### config.mk
export PLATFORM = sky130hd
export DESIGN_NAME = write_group_packer
export DESIGN_NICKNAME = d
export VERILOG_FILES = /design/src/rtl/write_group_packer_pkg.sv /design/src/rtl/write_group_packer_fill_counter.sv /design/src/rtl/write_group_packer.sv
export SDC_FILE = /design/constraint.sdc
export NUM_CORES = 1
export LEC_CHECK = 0
export CAP_MARGIN = 20
export CORE_ASPECT_RATIO = 0.7
export CORE_UTILIZATION = 30
export CTS_CLUSTER_DIAMETER = 60
export DETAILED_ROUTE_END_ITERATION = 10
export PLACE_DENSITY = 0.63
export SLEW_MARGIN = 20
export SYNTH_ARGS = -nofsm -noshare
export SYNTH_HDL_FRONTEND = slang
export SYNTH_SLANG_ARGS = --single-unit
export TNS_END_PERCENT = 1
### constraint.sdc
create_clock -name clk -period 3 [get_ports clk]
set_input_delay 0.9 -clock clk [delete_from_list [all_inputs] [get_ports clk]]
set_output_delay 0.9 -clock clk [all_outputs]
set_load 0.01 [all_outputs]
### src/rtl/write_group_packer_pkg.sv
// Shared parameters and state encoding for the write-group packer.
package write_group_packer_pkg;
    localparam int NUM_BIT_DEF   = 4;
    localparam int PAR_WRITE_DEF = 2;

    typedef enum logic {
        COLLECT = 1'b0,
        PRESENT = 1'b1
    } pk_state_t;
endpackage

### src/rtl/write_group_packer_fill_counter.sv
// Fill counter 0..MAX: init clears it, and an init+inc together loads 1.
module packer_fill_counter #(
    parameter int MAX = 2,
    parameter int CW  = $clog2(MAX + 1)
) (
    input  logic          clk,
    input  logic          rst,
    input  logic          i_init,
    input  logic          i_inc,
    output logic [CW-1:0] o_count
);
    logic [CW-1:0] r_count;

    always_ff @(posedge clk or posedge rst) begin
        if (rst)         r_count <= '0;
        else if (i_init) r_count <= CW'(i_inc);
        else if (i_inc)  r_count <= r_count + CW'(1);
    end

    assign o_count = r_count;
endmodule

### src/rtl/write_group_packer.sv
// Gathers PAR_WRITE serial words into one masked group for the multi-write FIFO.
module write_group_packer
    import write_group_packer_pkg::*;
#(
    parameter int NUM_BIT   = NUM_BIT_DEF,
    parameter int PAR_WRITE = PAR_WRITE_DEF
) (
    input  logic                         clk,
    input  logic                         rst,
    input  logic [NUM_BIT-1:0]           in_data,
    input  logic                         in_valid,
    output logic                         in_ready,
    input  logic                         flush,
    output logic [PAR_WRITE*NUM_BIT-1:0] out_data,
    output logic [PAR_WRITE-1:0]         out_mask,
    output logic                         out_valid,
    input  logic                         out_ready
);
    localparam int CW = $clog2(PAR_WRITE + 1);

    pk_state_t                           r_state;
    logic [PAR_WRITE-1:0][NUM_BIT-1:0]   r_lanes;
    logic [PAR_WRITE-1:0]                r_mask;

    logic [CW-1:0]        w_count;
    logic [CW-1:0]        w_base;
    logic [CW-1:0]        w_new_cnt;
    logic                 w_xfer;
    logic                 w_acc;
    logic                 w_full;
    logic                 w_flush_go;
    logic                 w_go;
    logic [PAR_WRITE-1:0] w_mask_nxt;

    assign in_ready  = (r_state == COLLECT) || out_ready;
    assign w_xfer    = (r_state == PRESENT) && out_ready;
    assign w_acc     = in_valid && in_ready;
    // A transfer frees the lanes, so a same-cycle accept lands in lane 0.
    assign w_base    = w_xfer ? '0 : w_count;
    assign w_new_cnt = w_base + CW'(w_acc);
    assign w_full    = w_acc && (w_new_cnt == CW'(PAR_WRITE));
    assign w_flush_go = flush && (r_state == COLLECT) && (w_new_cnt != '0);
    assign w_go      = w_full || w_flush_go;

    always_comb begin
        w_mask_nxt = '0;
        for (int i = 0; i < PAR_WRITE; i++)
            w_mask_nxt[i] = (CW'(i) < w_new_cnt);
    end

    packer_fill_counter #(.MAX(PAR_WRITE), .CW(CW)) u_fill (
        .clk     (clk),
        .rst     (rst),
        .i_init  (w_xfer),
        .i_inc   (w_acc),
        .o_count (w_count)
    );

    always_ff @(posedge clk or posedge rst) begin
        if (rst) begin
            r_state <= COLLECT;
            r_lanes <= '0;
            r_mask  <= '0;
        end else begin
            for (int i = 0; i < PAR_WRITE; i++) begin
                if (w_xfer)
                    r_lanes[i] <= (w_acc && i == 0) ? in_data : '0;
                else if (w_acc && CW'(i) == w_count)
                    r_lanes[i] <= in_data;
            end
            if (w_go) begin
                r_state <= PRESENT;
                r_mask  <= w_mask_nxt;
            end else if (w_xfer) begin
                r_state <= COLLECT;
                r_mask  <= '0;
            end
        end
    end

    assign out_data  = r_lanes;
    assign out_mask  = r_mask;
    assign out_valid = (r_state == PRESENT);
endmodule

; Yosys cells after proc, flatten, opt, wreduce, memory -nomap -nowiden
; Cells that the tools add are included.
[word_totals]
input_bits = 9
register_bits = 13
word_cells = 39
out_inout_bits = 12
[classes]
bitwise_logic = 1
n_eq_ne = 2
n_addsub = 2
n_reduce_logical = 15
muxes = 12
order_cmp = 2
[ops]
columns = op, n
row1 = $mux 4, 5
row2 = $mux 2, 5
row3 = $reduce_bool 2->1, 5
row4 = $logic_and 1x1->1, 7
row5 = $lt 1x2->1 const A, 2
row6 = $add 2x1->2, 1
row7 = $add 2x1->2 const B, 1
row8 = $eq 1x2->1 const A, 1
row9 = $eq 2x2->1 const B, 1
row10 = $logic_not 2->1, 1
row11 = $logic_or 1x1->1, 2
row12 = $mux 1, 2
row13 = $not 1->1, 1

; Longest topological paths before layout
[logic_depth]
ltp_word = 8
mapped_depth = 8
mapped_depth_nobuf = 7

; Hierarchy
; A second synthesis with hierarchy kept.
[hier_totals]
cells_unflattened = 69
hier_area_um2 = 705.7
[by_module_without_submodules]
columns = mod, area_each_um2, instances, cells_each, seq_area_each_um2
row1 = write_group_packer, 610.6, 1, 61, 275.3
row2 = packer_fill_counter, 95.1, 1, 8, 50.0

; Worst setup path before layout
; Ideal clock, no wire load.
[synth_path]
path_kind = input port to flip-flop
start = input port out_ready
end = register r_state (netlist: out_valid)
setup_ns = 0.104
n_path_buf = 1
required_time_ns = 2.896
arrival_time_ns = 2.337
path_slack_ns = 0.559
stages = 8
cell_sequence = buf_2 -> nor2b_1 -> inv_1 -> and2_1 -> ha_1 -> and2b_1 -> a21boi_1 -> o311ai_1
[synth_between]
elab_chain_len = 7
word_cells_on_any_way = 12
cone_classes = add/sub: 1 / eq/ne: 1 / mux: 2 / reduce/logical: 8
[synth_lines]
columns = element, line_no
row1 = "start, declared", write_group_packer.sv:17  ; input logic out_ready
row2 = $logic_or 1x1->1 (*), write_group_packer.sv:35  ; assign in_ready = (r_state == COLLECT) || out_ready;
row3 = net in_ready, write_group_packer.sv:12  ; output logic in_ready,
row4 = $logic_and 1x1->1 (*), write_group_packer.sv:37  ; assign w_acc = in_valid && in_ready;
row5 = $add 2x1->2, write_group_packer.sv:40  ; assign w_new_cnt = w_base + CW'(w_acc);
row6 = $eq 2x2->1 or $reduce_bool 2->1 (tied branches), "write_group_packer.sv:41, write_group_packer.sv:42"
row7 = $logic_and 1x1->1 (on tied branches), "write_group_packer.sv:41, write_group_packer.sv:42"
row8 = $logic_or 1x1->1 (*), write_group_packer.sv:43  ; assign w_go = w_full || w_flush_go;
row9 = $mux 1 or $reduce_bool 2->1 (tied branches), --
row10 = "end signal, assigned", write_group_packer.sv:61  ; r_state <= COLLECT;
row11 = "end signal, assigned", write_group_packer.sv:72  ; r_state <= PRESENT;
row12 = "end signal, assigned", write_group_packer.sv:75  ; r_state <= COLLECT;
row13 = "end, declared", write_group_packer.sv:21  ; pk_state_t r_state;
; Mark *: on every way through the listed nets, which the timed path passes. The rest lies on a longest branch.
; A chain may end at the register's enable or synchronous reset.

; Worst setup path in the final report
[layout_path]
start = input port out_ready
end = output port in_ready
[layout_between]
elab_chain_len = 1
[layout_lines]
columns = element, line_no
row1 = $logic_or 1x1->1, write_group_packer.sv:35
row2 = "end, declared", write_group_packer.sv:12
; No other way between the ends.

==> run_summary.xml <==
<?xml version="1.0" encoding="UTF-8"?>
<metrics>
  <group name="yosys">
    <metric name="yosysWarningCount" unit="">0</metric>
    <metric name="share_of_flip_flops_with_an_asynchronous_set_or_reset" unit="">1.00</metric>
    <metric name="synth.cell_area" unit="um2">776</metric>
    <metric name="synth_enable_flop_cells" unit="">0</metric>
    <metric name="yosys_most_used_dff" unit="">dfrtp_1</metric>
    <metric name="synth_nets" unit="">94</metric>
    <metric name="ys_ff_latch" unit="">13</metric>
    <metric name="part_of_the_yosys_area_used_for_sequential_elements" unit="">0.419</metric>
    <metric name="postSynthCellCount" unit="">82</metric>
    <metric name="synth.distinct_cells" unit="">30</metric>
    <metric name="postSynthAreaPerCell" unit="um2">9.46</metric>
  </group>
  <group name="sta">
    <metric name="report.final.hold_viol_count" unit="">0</metric>
    <metric name="period_needed" unit="ns">2.63</metric>
    <metric name="timing.final.setup_violations" unit="">0</metric>
    <metric name="tightest_slew" unit="ns">0.523</metric>
    <metric name="timing.setup.tns" unit="ns">0</metric>
    <metric name="timing.slew.headroom" unit="">0.651</metric>
    <metric name="fin_worst_hold_slack" unit="ns">0.488</metric>
    <metric name="finalClockSkew" unit="ns">0.00753</metric>
    <metric name="slew_viol_final" unit="">0</metric>
    <metric name="max_freq" unit="GHz">0.380</metric>
    <metric name="final.period_utilization" unit="">0.877</metric>
    <metric name="rsz0062_at_grt" unit="">false</metric>
  </group>
  <group name="layout">
    <metric name="number_of_nets_in_the_final_layout" unit="">121</metric>
    <metric name="n_antenna_cell" unit="">0</metric>
    <metric name="flow.area_growth_from_synthesis" unit="%">39.8</metric>
    <metric name="n_fill_cell" unit="">257</metric>
    <metric name="most_frequent_cells_in_the_layout" unit="">clkdlybuf4s50_1, dfrtp_1, a21oi_1, and3_1, buf_4</metric>
    <metric name="mostFrequentLayoutCell" unit="">clkdlybuf4s50_1</metric>
    <metric name="finish.cell_count_without_fillers" unit="">142</metric>
    <metric name="post_route_cells_drive_above_1_share" unit="">0.139</metric>
  </group>
  <group name="floorplan">
    <metric name="initial_core_util" unit="">0.316</metric>
    <metric name="io_pins" unit="">21</metric>
    <metric name="fp.dieArea" unit="um2">2800</metric>
    <metric name="number_of_core_rows" unit="">15</metric>
    <metric name="core_area" unit="um2">2460</metric>
    <metric name="dieHeight" unit="um">44.5</metric>
    <metric name="floorplan.die.width" unit="um">62.8</metric>
  </group>
  <group name="cts">
    <metric name="number_of_clock_sinks" unit="">13</metric>
    <metric name="numCtsBuffers" unit="">3</metric>
    <metric name="clk_root_buffer_cell" unit="">clkbuf_8</metric>
    <metric name="ctsLongestPathBuffers" unit="">2</metric>
    <metric name="post_cts_hold_buffer_count" unit="">0</metric>
    <metric name="clk_transition_reported_paths" unit="ns">0.05</metric>
    <metric name="cts_tree" unit="">yes</metric>
    <metric name="htree_num_levels" unit="">1</metric>
    <metric name="clk-insertion-delay-late" unit="ns">0.24</metric>
    <metric name="post_cts.repair.setup_buffers" unit="">0</metric>
  </group>
  <group name="setup_path">
    <metric name="startpoint_type" unit="">primary input</metric>
    <metric name="rr_worst_depth" unit="">8</metric>
    <metric name="critical_path_arrival" unit="ns">1.73</metric>
    <metric name="worst_r2r_endpoint" unit="">out_mask[0]</metric>
    <metric name="worstPathRequired" unit="ns">2.10</metric>
    <metric name="worst_r2r_start" unit="">out_valid</metric>
    <metric name="cp_max_fo" unit="">2</metric>
    <metric name="cp-end-kind" unit="">primary output</metric>
    <metric name="crit_path_start" unit="">out_ready</metric>
    <metric name="setup.worst_path.class" unit="">in2out</metric>
    <metric name="worst-r2r-setup-slack" unit="ns">1.11</metric>
  </group>
  <group name="global_route">
    <metric name="remaining_global_route_overflow" unit="">0</metric>
    <metric name="grt_pass1_vias" unit="">614</metric>
    <metric name="number_of_antenna_violations_at_the_first_check_in_global_routing" unit="">0</metric>
    <metric name="grt_start_max_net_pins" unit="">23</metric>
    <metric name="groute.usage.overall" unit="">0.145</metric>
    <metric name="grt_pass1_wl" unit="mm">2.99</metric>
  </group>
  <group name="detailed_routing">
    <metric name="detail-route-antenna-nets" unit="">0</metric>
    <metric name="detail_route.first_pass.iterations" unit="">4</metric>
    <metric name="drt_iter0_drc" unit="">7</metric>
    <metric name="detailroute.via_count" unit="">713</metric>
    <metric name="drc_errors" unit="">0</metric>
    <metric name="drt_wl_total" unit="mm">1.79</metric>
    <metric name="vias_per_inst" unit="">5.02</metric>
    <metric name="post_drt_wl_per_cell" unit="um">12.6</metric>
  </group>
  <group name="run">
    <metric name="max_cap_violations" unit="">0</metric>
  </group>
  <group name="place">
    <metric name="place_congestion" unit="">0.793</metric>
    <metric name="numPlacedInstances" unit="">138</metric>
    <metric name="port_buffers" unit="">20</metric>
    <metric name="post-dp-hpwl" unit="mm">1.36</metric>
  </group>
  <group name="power_and_ir_drop">
    <metric name="fin_total_pwr" unit="mW">1.02</metric>
    <metric name="leakage_component_of_the_power" unit="nW">0.496</metric>
    <metric name="p_per_area" unit="nW/um2">944</metric>
    <metric name="max-vdd-ir-drop" unit="V">0.000351</metric>
  </group>
  <group name="worst_hold_path">
    <metric name="hp-start" unit="">out_mask[0]</metric>
    <metric name="min_delay_worst_endpoint" unit="">out_mask[0]</metric>
    <metric name="hold_path_stages" unit="">2</metric>
    <metric name="min_path_type" unit="">reg2reg</metric>
  </group>
  <group name="outcome">
    <metric name="outcome" unit="">finished, final reports clean</metric>
  </group>
</metrics>
## sequential cells by signal (all words and copies together) (netlist names)
signal and flops:
out_data 8, out_mask 2, out_valid 1, u_fill.o_count 2
## how the worst max path moves through the flow
stage | depth (start not counted) | end | slack [ns]
after floorplan | 8 | out_valid | 0.56
after global placement | 4 | in_ready | 0.05
after detailed placement | 4 | in_ready | 0.05
after CTS | 4 | in_ready | 0.03
after global routing | 9 | out_mask[1] | 0.29
final | 4 | in_ready | 0.37
## Yosys cell counts (all sizes together), types with 2 or more instances
library cell	n	area, um2
o22ai	2	12.5
a21oi	11	55.1
a21boi	2	18.8
a22o	2	17.5
buf	4	28.8
o311ai	2	17.5
o21ai	3	15.0
and3	8	50.1
ha	3	37.5
dfrtp	13	325
mux2i	3	30.0
a211oi	4	30.0
nand2	7	31.3
nor2	3	11.3
inv	5	18.8
## critical path, stage by stage
cell and delay [ns]:
clkdlybuf4s50_1 0.43, nor2b_2 0.16, inv_1 0.07, dlymetal6s2s_1 0.17
## per-stage QoR
step                cell area, um2  setup WS [ns]   util
floorplan                      776          0.559      -
global placement              1030         0.0499  0.421
detailed placement            1030         0.0489  0.421
CTS                           1080         0.0301  0.439
global route                  1080          0.288  0.441
finish                        1080          0.368  0.441
## area by class of cell
| cell class | instances | area (um2) | area share |
|---|---|---|---|
| multi-input combinational | 60 | 405 | 0.374 |
| sequential | 13 | 325 | 0.300 |
| timing repair buffer | 26 | 248 | 0.228 |
| clock buffer | 4 | 45.0 | 0.0415 |
| tap | 34 | 42.5 | 0.0392 |
| inverter | 5 | 18.8 | 0.0173 |
## logic make-up after synthesis
kind of cell	share of synthesized area
adder cells (fa/ha/maj)	0.0484
AND/OR/NAND/NOR	0.182
buffers and inverters	0.0613
multiplexers	0.0532
XOR/XNOR	0.0113
flip-flops	0.419
AO/OA/AOI/OAI	0.224
## power breakdown
| part | leakage (nW) | total [mW] | switching [mW] | internal [mW] |
|---|---|---|---|---|
| logic | 0.314 | 0.555 | 0.259 | 0.296 |
| clock network | 0.0228 | 0.157 | 0.0633 | 0.0937 |
| registers | 0.159 | 0.311 | 0.0563 | 0.255 |
## repair_timing
item / 4_1_cts / 5_1_grt
endpoints found under the setup margin: 0 / 1
endpoints found under the hold margin: 0 / 0
gates resized for setup: 0 / 2
## per-layer routing
metal,share of wire,up-vias,track usage
met4,0.0056,0,0.0419
met1,0.56,342,0.216
met2,0.40,16,0.193
li1,-,353,-
met5,0,-,0
met3,0.035,2,0.0464
Power figures use the tool's default switching activity.
